## src/rtl/seq_divider_8bit_if.sv

```systemverilog
// Operator-side signal bundle for the sequential divider.
// The master drives the switch operand and the Run/ClearA_LoadB levels.
// The slave returns the quotient/remainder registers and the status flags.
interface seq_divider_8bit_if #(
  parameter int WIDTH = 8
);
  logic             Run;
  logic             ClearA_LoadB;
  logic [WIDTH-1:0] S;
  logic [WIDTH-1:0] Q;
  logic [WIDTH-1:0] R;
  logic             Done;
  logic             Busy;
  logic             DivZero;

  modport master (
    output Run, ClearA_LoadB, S,
    input  Q, R, Done, Busy, DivZero
  );

  modport slave (
    input  Run, ClearA_LoadB, S,
    output Q, R, Done, Busy, DivZero
  );
endinterface

```

## src/rtl/seq_divider_8bit.sv

```systemverilog
// Unsigned restoring divider (shift / compare / subtract) with its control FSM.
// The dividend is loaded into Q from the switches.
// The divisor is captured from the switches in the LOAD cycle after Run.
// Each bit costs one SHIFT and one SUB cycle.
// After the final SUB, Q holds the quotient and R holds the remainder.
module seq_divider_8bit #(
  parameter int WIDTH = 8
) (
  input  logic                Clk,
  input  logic                Reset,
  seq_divider_8bit_if.slave   bus
);

  localparam int CW = (WIDTH > 1) ? $clog2(WIDTH) : 1;
  localparam logic [CW-1:0] CNT_LAST = CW'(WIDTH - 1);

  typedef enum logic [2:0] {
    ST_IDLE  = 3'd0,
    ST_LOAD  = 3'd1,
    ST_SHIFT = 3'd2,
    ST_SUB   = 3'd3,
    ST_HALT  = 3'd4
  } state_t;

  state_t           state_r;
  state_t           state_nxt_s;
  logic [WIDTH-1:0] q_r;
  logic [WIDTH-1:0] r_r;
  logic [WIDTH-1:0] d_r;
  logic             x_r;
  logic [CW-1:0]    count_r;
  logic             done_r;
  logic             busy_r;
  logic             divzero_r;

  // Trial subtraction of the divisor from the shifted partial remainder {X,R}.
  logic [WIDTH:0]   t_s;
  logic [WIDTH:0]   diff_s;
  logic             ge_s;

  assign t_s    = {x_r, r_r};
  assign diff_s = t_s - {1'b0, d_r};
  assign ge_s   = (t_s >= {1'b0, d_r});

  assign bus.Q       = q_r;
  assign bus.R       = r_r;
  assign bus.Done    = done_r;
  assign bus.Busy    = busy_r;
  assign bus.DivZero = divzero_r;

  // State register; Done/Busy are registered alongside it as Moore flags.
  always_ff @(posedge Clk) begin
    if (Reset) begin
      state_r <= ST_IDLE;
      done_r  <= 1'b0;
      busy_r  <= 1'b0;
    end else begin
      state_r <= state_nxt_s;
      done_r  <= (state_nxt_s == ST_HALT);
      busy_r  <= (state_nxt_s == ST_LOAD) || (state_nxt_s == ST_SHIFT) ||
                 (state_nxt_s == ST_SUB);
    end
  end

  // Next-state logic; load wins over Run in IDLE, and HALT waits for Run to drop.
  always_comb begin
    state_nxt_s = state_r;
    case (state_r)
      ST_IDLE: begin
        if (bus.ClearA_LoadB) begin
          state_nxt_s = ST_IDLE;
        end else if (bus.Run) begin
          state_nxt_s = ST_LOAD;
        end else begin
          state_nxt_s = ST_IDLE;
        end
      end
      ST_LOAD: begin
        if (bus.S == {WIDTH{1'b0}}) begin
          state_nxt_s = ST_HALT;
        end else begin
          state_nxt_s = ST_SHIFT;
        end
      end
      ST_SHIFT: begin
        state_nxt_s = ST_SUB;
      end
      ST_SUB: begin
        if (count_r == CNT_LAST) begin
          state_nxt_s = ST_HALT;
        end else begin
          state_nxt_s = ST_SHIFT;
        end
      end
      ST_HALT: begin
        if (bus.Run) begin
          state_nxt_s = ST_HALT;
        end else begin
          state_nxt_s = ST_IDLE;
        end
      end
      default: begin
        state_nxt_s = ST_IDLE;
      end
    endcase
  end

  // Datapath: operand loading, shift/subtract iterations and the divide-by-zero result.
  always_ff @(posedge Clk) begin
    if (Reset) begin
      q_r       <= {WIDTH{1'b0}};
      r_r       <= {WIDTH{1'b0}};
      d_r       <= {WIDTH{1'b0}};
      x_r       <= 1'b0;
      count_r   <= {CW{1'b0}};
      divzero_r <= 1'b0;
    end else begin
      case (state_r)
        ST_IDLE, ST_HALT: begin
          if (bus.ClearA_LoadB) begin
            q_r       <= bus.S;
            r_r       <= {WIDTH{1'b0}};
            x_r       <= 1'b0;
            divzero_r <= 1'b0;
          end
        end
        ST_LOAD: begin
          d_r     <= bus.S;
          x_r     <= 1'b0;
          count_r <= {CW{1'b0}};
          if (bus.S == {WIDTH{1'b0}}) begin
            // The dividend is still sitting in Q, so it becomes the remainder.
            q_r       <= {WIDTH{1'b1}};
            r_r       <= q_r;
            divzero_r <= 1'b1;
          end else begin
            r_r       <= {WIDTH{1'b0}};
            divzero_r <= 1'b0;
          end
        end
        ST_SHIFT: begin
          x_r <= r_r[WIDTH-1];
          r_r <= {r_r[WIDTH-2:0], q_r[WIDTH-1]};
          q_r <= {q_r[WIDTH-2:0], 1'b0};
        end
        ST_SUB: begin
          x_r <= 1'b0;
          if (ge_s) begin
            r_r    <= diff_s[WIDTH-1:0];
            q_r[0] <= 1'b1;
          end
          if (count_r != CNT_LAST) begin
            count_r <= count_r + {{(CW-1){1'b0}}, 1'b1};
          end
        end
        default: begin
          x_r <= 1'b0;
        end
      endcase
    end
  end

endmodule
```

## src/flat_wrapper.sv

```systemverilog
// flat-port wrapper written by rule: the top's interface ports become plain ports
module seq_divider_8bit_flat 
#(
  parameter int WIDTH = 8
)
  (Clk, Reset, bus_Run, bus_ClearA_LoadB, bus_S, bus_Q, bus_R, bus_Done, bus_Busy, bus_DivZero);
  seq_divider_8bit_if #(.WIDTH(WIDTH)) bus_i ();
  input  logic Clk;
  input  logic Reset;
  input wire logic [$bits(bus_i.Run)-1:0] bus_Run;
  input wire logic [$bits(bus_i.ClearA_LoadB)-1:0] bus_ClearA_LoadB;
  input wire logic [$bits(bus_i.S)-1:0] bus_S;
  output wire logic [$bits(bus_i.Q)-1:0] bus_Q;
  output wire logic [$bits(bus_i.R)-1:0] bus_R;
  output wire logic [$bits(bus_i.Done)-1:0] bus_Done;
  output wire logic [$bits(bus_i.Busy)-1:0] bus_Busy;
  output wire logic [$bits(bus_i.DivZero)-1:0] bus_DivZero;
  assign bus_i.Run = bus_Run;
  assign bus_i.ClearA_LoadB = bus_ClearA_LoadB;
  assign bus_i.S = bus_S;
  assign bus_Q = bus_i.Q;
  assign bus_R = bus_i.R;
  assign bus_Done = bus_i.Done;
  assign bus_Busy = bus_i.Busy;
  assign bus_DivZero = bus_i.DivZero;
  seq_divider_8bit #(.WIDTH(WIDTH)) u_core (.Clk(Clk), .Reset(Reset), .bus(bus_i));
endmodule
```

## config.mk

```make
export PLATFORM = sky130hd
export DESIGN_NAME = seq_divider_8bit_flat
export DESIGN_NICKNAME = d
export VERILOG_FILES = /design/src/rtl/seq_divider_8bit_if.sv /design/src/rtl/seq_divider_8bit.sv /design/src/flat_wrapper.sv
export SDC_FILE = /design/constraint.sdc
export NUM_CORES = 1
export LEC_CHECK = 0
export ABC_CLOCK_PERIOD_IN_PS = 2300
export BUFFER_PORTS_ARGS = -buffer_cell sky130_fd_sc_hd__buf_4
export CAP_MARGIN = 5
export CORE_MARGIN = 2
export CORE_UTILIZATION = 45
export CTS_BUF_LIST = sky130_fd_sc_hd__clkbuf_4 sky130_fd_sc_hd__clkbuf_8
export CTS_CLUSTER_DIAMETER = 100
export DETAILED_ROUTE_END_ITERATION = 8
export GPL_ROUTABILITY_DRIVEN = 0
export GPL_TIMING_DRIVEN = 0
export PLACE_DENSITY = 0.62
export SYNTH_ARGS = -nofsm -noshare
export SYNTH_HDL_FRONTEND = slang
export SYNTH_SLANG_ARGS = --single-unit
```

## constraint.sdc

```tcl
create_clock -name Clk -period 2.3 [get_ports Clk]
set_clock_uncertainty 0.05 [all_clocks]
set_input_delay 0.46 -clock Clk [delete_from_list [all_inputs] [get_ports Clk]]
set_output_delay 0.46 -clock Clk [all_outputs]
set_load 0.1 [all_outputs]
```

==> results of run 1 <==
-- path summary, 6_finish.rpt --
check                           slack, ns                          from  cells past startpoint                           end
worst max-delay path                 0.15  u_core.bus.R[0]$_SDFFE_PP0P_                     10  u_core.bus.R[6]$_SDFFE_PP0P_
worst min-delay path                 0.39                      bus_S[7]                      3    u_core.d_r[7]$_SDFFE_PP0P_
worst max register to register       0.15  u_core.bus.R[0]$_SDFFE_PP0P_                     10  u_core.bus.R[6]$_SDFFE_PP0P_
worst min register to register       0.41    u_core.d_r[2]$_SDFFE_PP0P_                      2    u_core.d_r[2]$_SDFFE_PP0P_
-- power breakdown --
part           switching, mW  total [mW]  internal [mW]
combinational          0.344       0.489          0.145
clock                  0.214       0.445          0.231
sequential            0.0345       0.656          0.621
total                  0.592        1.59          0.997
-- cell usage after synthesis, types with 2 or more instances --
master,number,share of area
nor2_1,40,0.077
dfxtp_1,34,0.35
a21oi_1,28,0.072
nand2_1,26,0.050
inv_1,12,0.023
ha_1,10,0.065
nor3_1,10,0.026
clkbuf_1,7,0.014
nand3_1,7,0.018
o2bb2ai_1,7,0.032
nand2b_1,6,0.019
a22oi_1,5,0.019
nor4_1,5,0.016
a211oi_1,4,0.015
a221oi_1,3,0.014
nor2b_1,3,0.0097
or3_1,3,0.0097
xnor2_1,3,0.014
a222oi_1,2,0.010
a31oi_1,2,0.0065
buf_2,2,0.0052
buf_6,2,0.012
o221ai_1,2,0.0090
-- layout make-up --
class / count / area [um^2] / share of cell area
Clock buffer: 6 / 82.6 / 0.0347
Sequential cell: 34 / 691 / 0.290
Multi-Input combinational cell: 187 / 1190 / 0.500
Inverter: 13 / 51.3 / 0.0216
Timing Repair Buffer: 32 / 240 / 0.101
Tap cell: 50 / 62.6 / 0.0263
Buffer: 12 / 62.6 / 0.0263
-- registers in the layout, indices dropped and copies added, names as in the netlist --
register / flops
u_core.bus.Done: 1
u_core.count_r: 3
u_core.bus.R: 8
u_core.bus.Busy: 1
u_core.d_r: 8
u_core.bus.Q: 8
u_core.x_r: 1
u_core.bus.DivZero: 1
u_core.state_r: 3
-- what timing repair did --
item / CTS / global route
buffers inserted: 0 / 3
hold endpoints to repair: 0 / 0
endpoints found under the setup margin: 1 / 7
pin swaps: 1 / 7
gates cloned: 0 / 0
gates resized for setup: 0 / 12
-- logic make-up after synthesis --
| group | after synthesis | synth area share |
|---|---|---|
| compound gates | 66 | 0.240 |
| xor+xnor | 3 | 0.0136 |
| fa+ha+maj | 11 | 0.0749 |
| buf+inv | 25 | 0.0587 |
| flops | 34 | 0.351 |
| mux | 1 | 0.00516 |
| simple gates | 106 | 0.257 |
-- worst max-delay path: cells and delay by family (launching register included) --
kind	cells	cell delay, ns
and+or+nand+nor	1	0.08
buffers and inverters	2	0.10
DFF	1	0.32
adders and majority gates	2	0.50
AOI/OAI and AO/OA	5	0.97
-- per-layer routing --
layer / vias up / GRT usage / part of all wire
li1: 957 / - / -
met1: 886 / 0.321 / 0.46
met2: 50 / 0.381 / 0.47
met3: 9 / 0.0392 / 0.053
met4: 0 / 0.0662 / 0.012
met5: - / 0 / 0
==> results.sh, run 1 <==
export IMPL_critical_path_arrival_ns=2.28
export IMPL_layout_commonest_cell="nor2_1"
export IMPL_initial_core_util=0.474
export IMPL_fin_crit_ns=2.15
export IMPL_ys_ff_latch=34
export IMPL_crit_chain="inv_2, ha_4, inv_2, fa_2, a211oi_2, nor2_2, o211ai_1, o41ai_2, a221oi_2, o2bb2ai_1"
export IMPL_period_share=0.935
export IMPL_hold_class="input port to register"
export IMPL_hold_buffers=0
export IMPL_yosysWarningCount=0
export IMPL_fin_nets=308
export IMPL_syn_area_um2=1940
export IMPL_antenna_found_initial=0
export IMPL_crit_path_max_incr_delay_ns=0.37
export IMPL_yosysSeqAreaShare=0.351
export IMPL_grt_overflow=0
export IMPL_core_area_um2=4090
export IMPL_num_rows=23
export IMPL_crit_type="register to register"
export IMPL_peakVddDrop_mv=0.394
export IMPL_drv_cap=0
export IMPL_track_usage=0.235
export IMPL_fin_setup_tns_ns=0
export IMPL_vias=1902
export IMPL_initialDrtViolationCount=131
export IMPL_drv_slew=0
export IMPL_worst_path_most_repeated_cell="inv_2"
export IMPL_rsz0062_at_grt="no"
export IMPL_max_slew_worst_pin_slew_ns=0.598
export IMPL_ys_async_sr_fraction=0
export IMPL_fin_hold_ws_ns=0.386
export IMPL_dpl_cell_area_um2=2230
export IMPL_finalHoldViolCount=0
export IMPL_preCtsSetupSlack_ns=0.0168
export IMPL_syn2layout_area_growth_pct=22.7
export IMPL_status="complete, no violations"
export IMPL_critPathLaunchType="register"
export IMPL_cp_required_ns=2.42
export IMPL_cts_root_buf="clkbuf_8"
export IMPL_via_per_inst=5.69
export IMPL_grt_max_degree=11
export IMPL_synth_top_flop_cell="dfxtp_1"
export IMPL_io_pin_count=31
export IMPL_antenna_cells=0
export IMPL_synth_net_count=269
export IMPL_numCtsBuffers=5
export IMPL_synth_edf_count=0
export IMPL_post_synth_cell_area_avg_um2=7.88
export IMPL_dpl_hpwl_mm=4.16
export IMPL_p_per_area_nw_per_um2=668
export IMPL_total_power_mw=1.59
export IMPL_fin_area_um2=2380
export IMPL_post_route_util=0.582
export IMPL_grt_pass1_wl_mm=9.03
export IMPL_worst_setup_path_end_kind="register"
export IMPL_drt_wirelength_per_cell_um=16.8
export IMPL_slowest_stage="fa_2"
export IMPL_relSlewSlack=0.600
export IMPL_setup_viol=0
export IMPL_cts_clk_slew_worst_paths_ns=0.07
export IMPL_grt_pass1_vias=1800
export IMPL_fin_ws_ns=0.149
export IMPL_ant_nets=0
export IMPL_drive_above_1_share=0.232
export IMPL_clk_path_buf_depth=2
export IMPL_p_leak_nw=0.955
export IMPL_insertion_delay_ns=0.29
export IMPL_cts_max_level=2
export IMPL_instances_no_fill=334
export IMPL_drc_errors=0
export IMPL_port_buffers=29
export IMPL_die_w_um=69.6
export IMPL_finalWirelength_mm=5.61
export IMPL_dr_pass1_iters=4
export IMPL_synth_cells=246
export IMPL_worstPathMaxFanout=3
export IMPL_most_common_layout_cells="nor2_1, buf_4, a21oi_1"
export IMPL_yosysUniqueCellTypes=46
export IMPL_fmax_ghz=0.465
export IMPL_place_inst=325
export IMPL_fp_dieH_um=69.6
export IMPL_final_fill_count=414
export IMPL_die_area_um2=4850
export IMPL_cts_tree="done"
export IMPL_clkSinkCount=34
Power figures use the tool's default switching activity.
==> run 2, diff against run 1 <==
Settings changed: CORE_MARGIN 2 to unset.
==> run 2 against run 1 <==
Against the previous run: non-clock buffer count fell by 3; cell count decreased by 0.30%; via count rose by 0.21%; sequential power about the same; global-route usage up 3.4 points; largest cell class unchanged; first-iteration DRC count up 20%.
==> results.sh, run 2 (synthesis gave the netlist of run 1 again) <==
export IMPL_finalHoldViolCount=0
export IMPL_die_area_um2=4570
export IMPL_relSlewSlack=0.616
export IMPL_fin_setup_tns_ns=0
export IMPL_finalWirelength_mm=5.54
export IMPL_cts_clk_slew_worst_paths_ns=0.07
export IMPL_setup_viol=0
export IMPL_worst_setup_path_end_kind="register"
export IMPL_ant_nets=0
export IMPL_crit_chain="inv_1, ha_1, inv_1, fa_2, a211oi_2, nor2_1, o211ai_1, o41ai_1, a221oi_1, o2bb2ai_1"
export IMPL_grt_pass1_vias=1770
export IMPL_critPathLaunchType="register"
export IMPL_antenna_found_initial=0
export IMPL_cts_max_level=2
export IMPL_syn2layout_area_growth_pct=20.5
export IMPL_fin_ws_ns=0.145
export IMPL_dpl_hpwl_mm=4.08
export IMPL_dr_pass1_iters=4
export IMPL_instances_no_fill=333
export IMPL_grt_overflow=0
export IMPL_via_per_inst=5.72
export IMPL_cts_root_buf="clkbuf_8"
export IMPL_cp_required_ns=2.42
export IMPL_hold_class="input port to register"
export IMPL_status="complete, no violations"
export IMPL_fin_hold_ws_ns=0.394
export IMPL_fin_nets=305
export IMPL_io_pin_count=31
export IMPL_met1_usage=0.365
export IMPL_fp_dieH_um=67.6
export IMPL_clkSinkCount=34
export IMPL_most_common_layout_cells="nor2_1, buf_4, a21oi_1"
export IMPL_drt_wirelength_per_cell_um=16.6
export IMPL_p_per_area_nw_per_um2=691
export IMPL_fin_area_um2=2330
export IMPL_clk_path_buf_depth=2
export IMPL_busiest_layer="met2"
export IMPL_dpl_cell_area_um2=2230
export IMPL_cts_setup_buffers=0
export IMPL_critical_path_arrival_ns=2.28
export IMPL_preCtsSetupSlack_ns=0.0599
export IMPL_numCtsBuffers=5
export IMPL_drive_above_1_share=0.201
export IMPL_hold_buffers=0
export IMPL_p_leak_nw=0.936
export IMPL_worstPathMaxFanout=3
export IMPL_port_buffers=29
export IMPL_vias=1906
export IMPL_period_share=0.937
export IMPL_track_usage=0.268
export IMPL_drc_errors=0
export IMPL_num_rows=23
export IMPL_rsz0062_at_grt="no"
export IMPL_grt_use_met2=0.423
export IMPL_max_slew_worst_pin_slew_ns=0.574
export IMPL_initialDrtViolationCount=157
export IMPL_worst_path_most_repeated_cell="inv_1"
export IMPL_place_inst=325
export IMPL_slowest_stage="fa_2"
export IMPL_ctsResizeCount=0
export IMPL_peakVddDrop_mv=0.410
export IMPL_crit_type="register to register"
export IMPL_fmax_ghz=0.464
export IMPL_insertion_delay_ns=0.28
export IMPL_grt_max_degree=11
export IMPL_layout_commonest_cell="nor2_1"
export IMPL_die_w_um=67.6
export IMPL_grt_pass1_wl_mm=8.83
export IMPL_globalRouteMet3Util=0.0507
export IMPL_cts_tree="done"
export IMPL_fin_crit_ns=2.15
export IMPL_crit_path_max_incr_delay_ns=0.37
export IMPL_drv_slew=0
export IMPL_antenna_cells=0
export IMPL_initial_core_util=0.478
export IMPL_core_area_um2=4060
export IMPL_post_route_util=0.575
export IMPL_total_power_mw=1.61
export IMPL_drv_cap=0
run 2: area by class of cell:
class                   count  area [um^2]
plain buffers              12         62.6
clock buffers               7         90.1
clock inverters             1         5.00
fillers                   414         1720
inverters                  13         51.3
multi-input cells         187         1160
flip-flops and latches     34          689
well taps                  50         62.6
repair buffers             29          218
run 2: path summary, 6_finish.rpt:
path,start,to,slack (ns),cells after the start
min,bus_S[2],u_core.d_r[2]$_SDFFE_PP0P_,0.39,3
min reg2reg,u_core.d_r[7]$_SDFFE_PP0P_,u_core.d_r[7]$_SDFFE_PP0P_,0.40,2
max,u_core.bus.R[0]$_SDFFE_PP0P_,u_core.bus.R[6]$_SDFFE_PP0P_,0.15,10
max reg2reg,u_core.bus.R[0]$_SDFFE_PP0P_,u_core.bus.R[6]$_SDFFE_PP0P_,0.15,10
run 2: worst max-delay path, delay by kind of cell, from the launching register on:
kind / cells / cell delay (ns)
AO/OA/AOI/OAI: 5 / 0.89
AND/OR/NAND/NOR: 1 / 0.11
adder cells (fa/ha/maj): 2 / 0.53
buffers and inverters: 2 / 0.13
flip-flops: 1 / 0.33
run 2: power by group:
group	total (mW)	switching, mW	internal, mW
Combinational	0.476	0.341	0.135
Sequential	0.654	0.0337	0.620
Clock	0.483	0.229	0.254
run 2: layer usage:
layer | part of all wire | up-vias
li1 | - | 954
met4 | 0.0070 | 0
met1 | 0.47 | 890
met2 | 0.46 | 57
met3 | 0.060 | 5
met5 | 0 | -
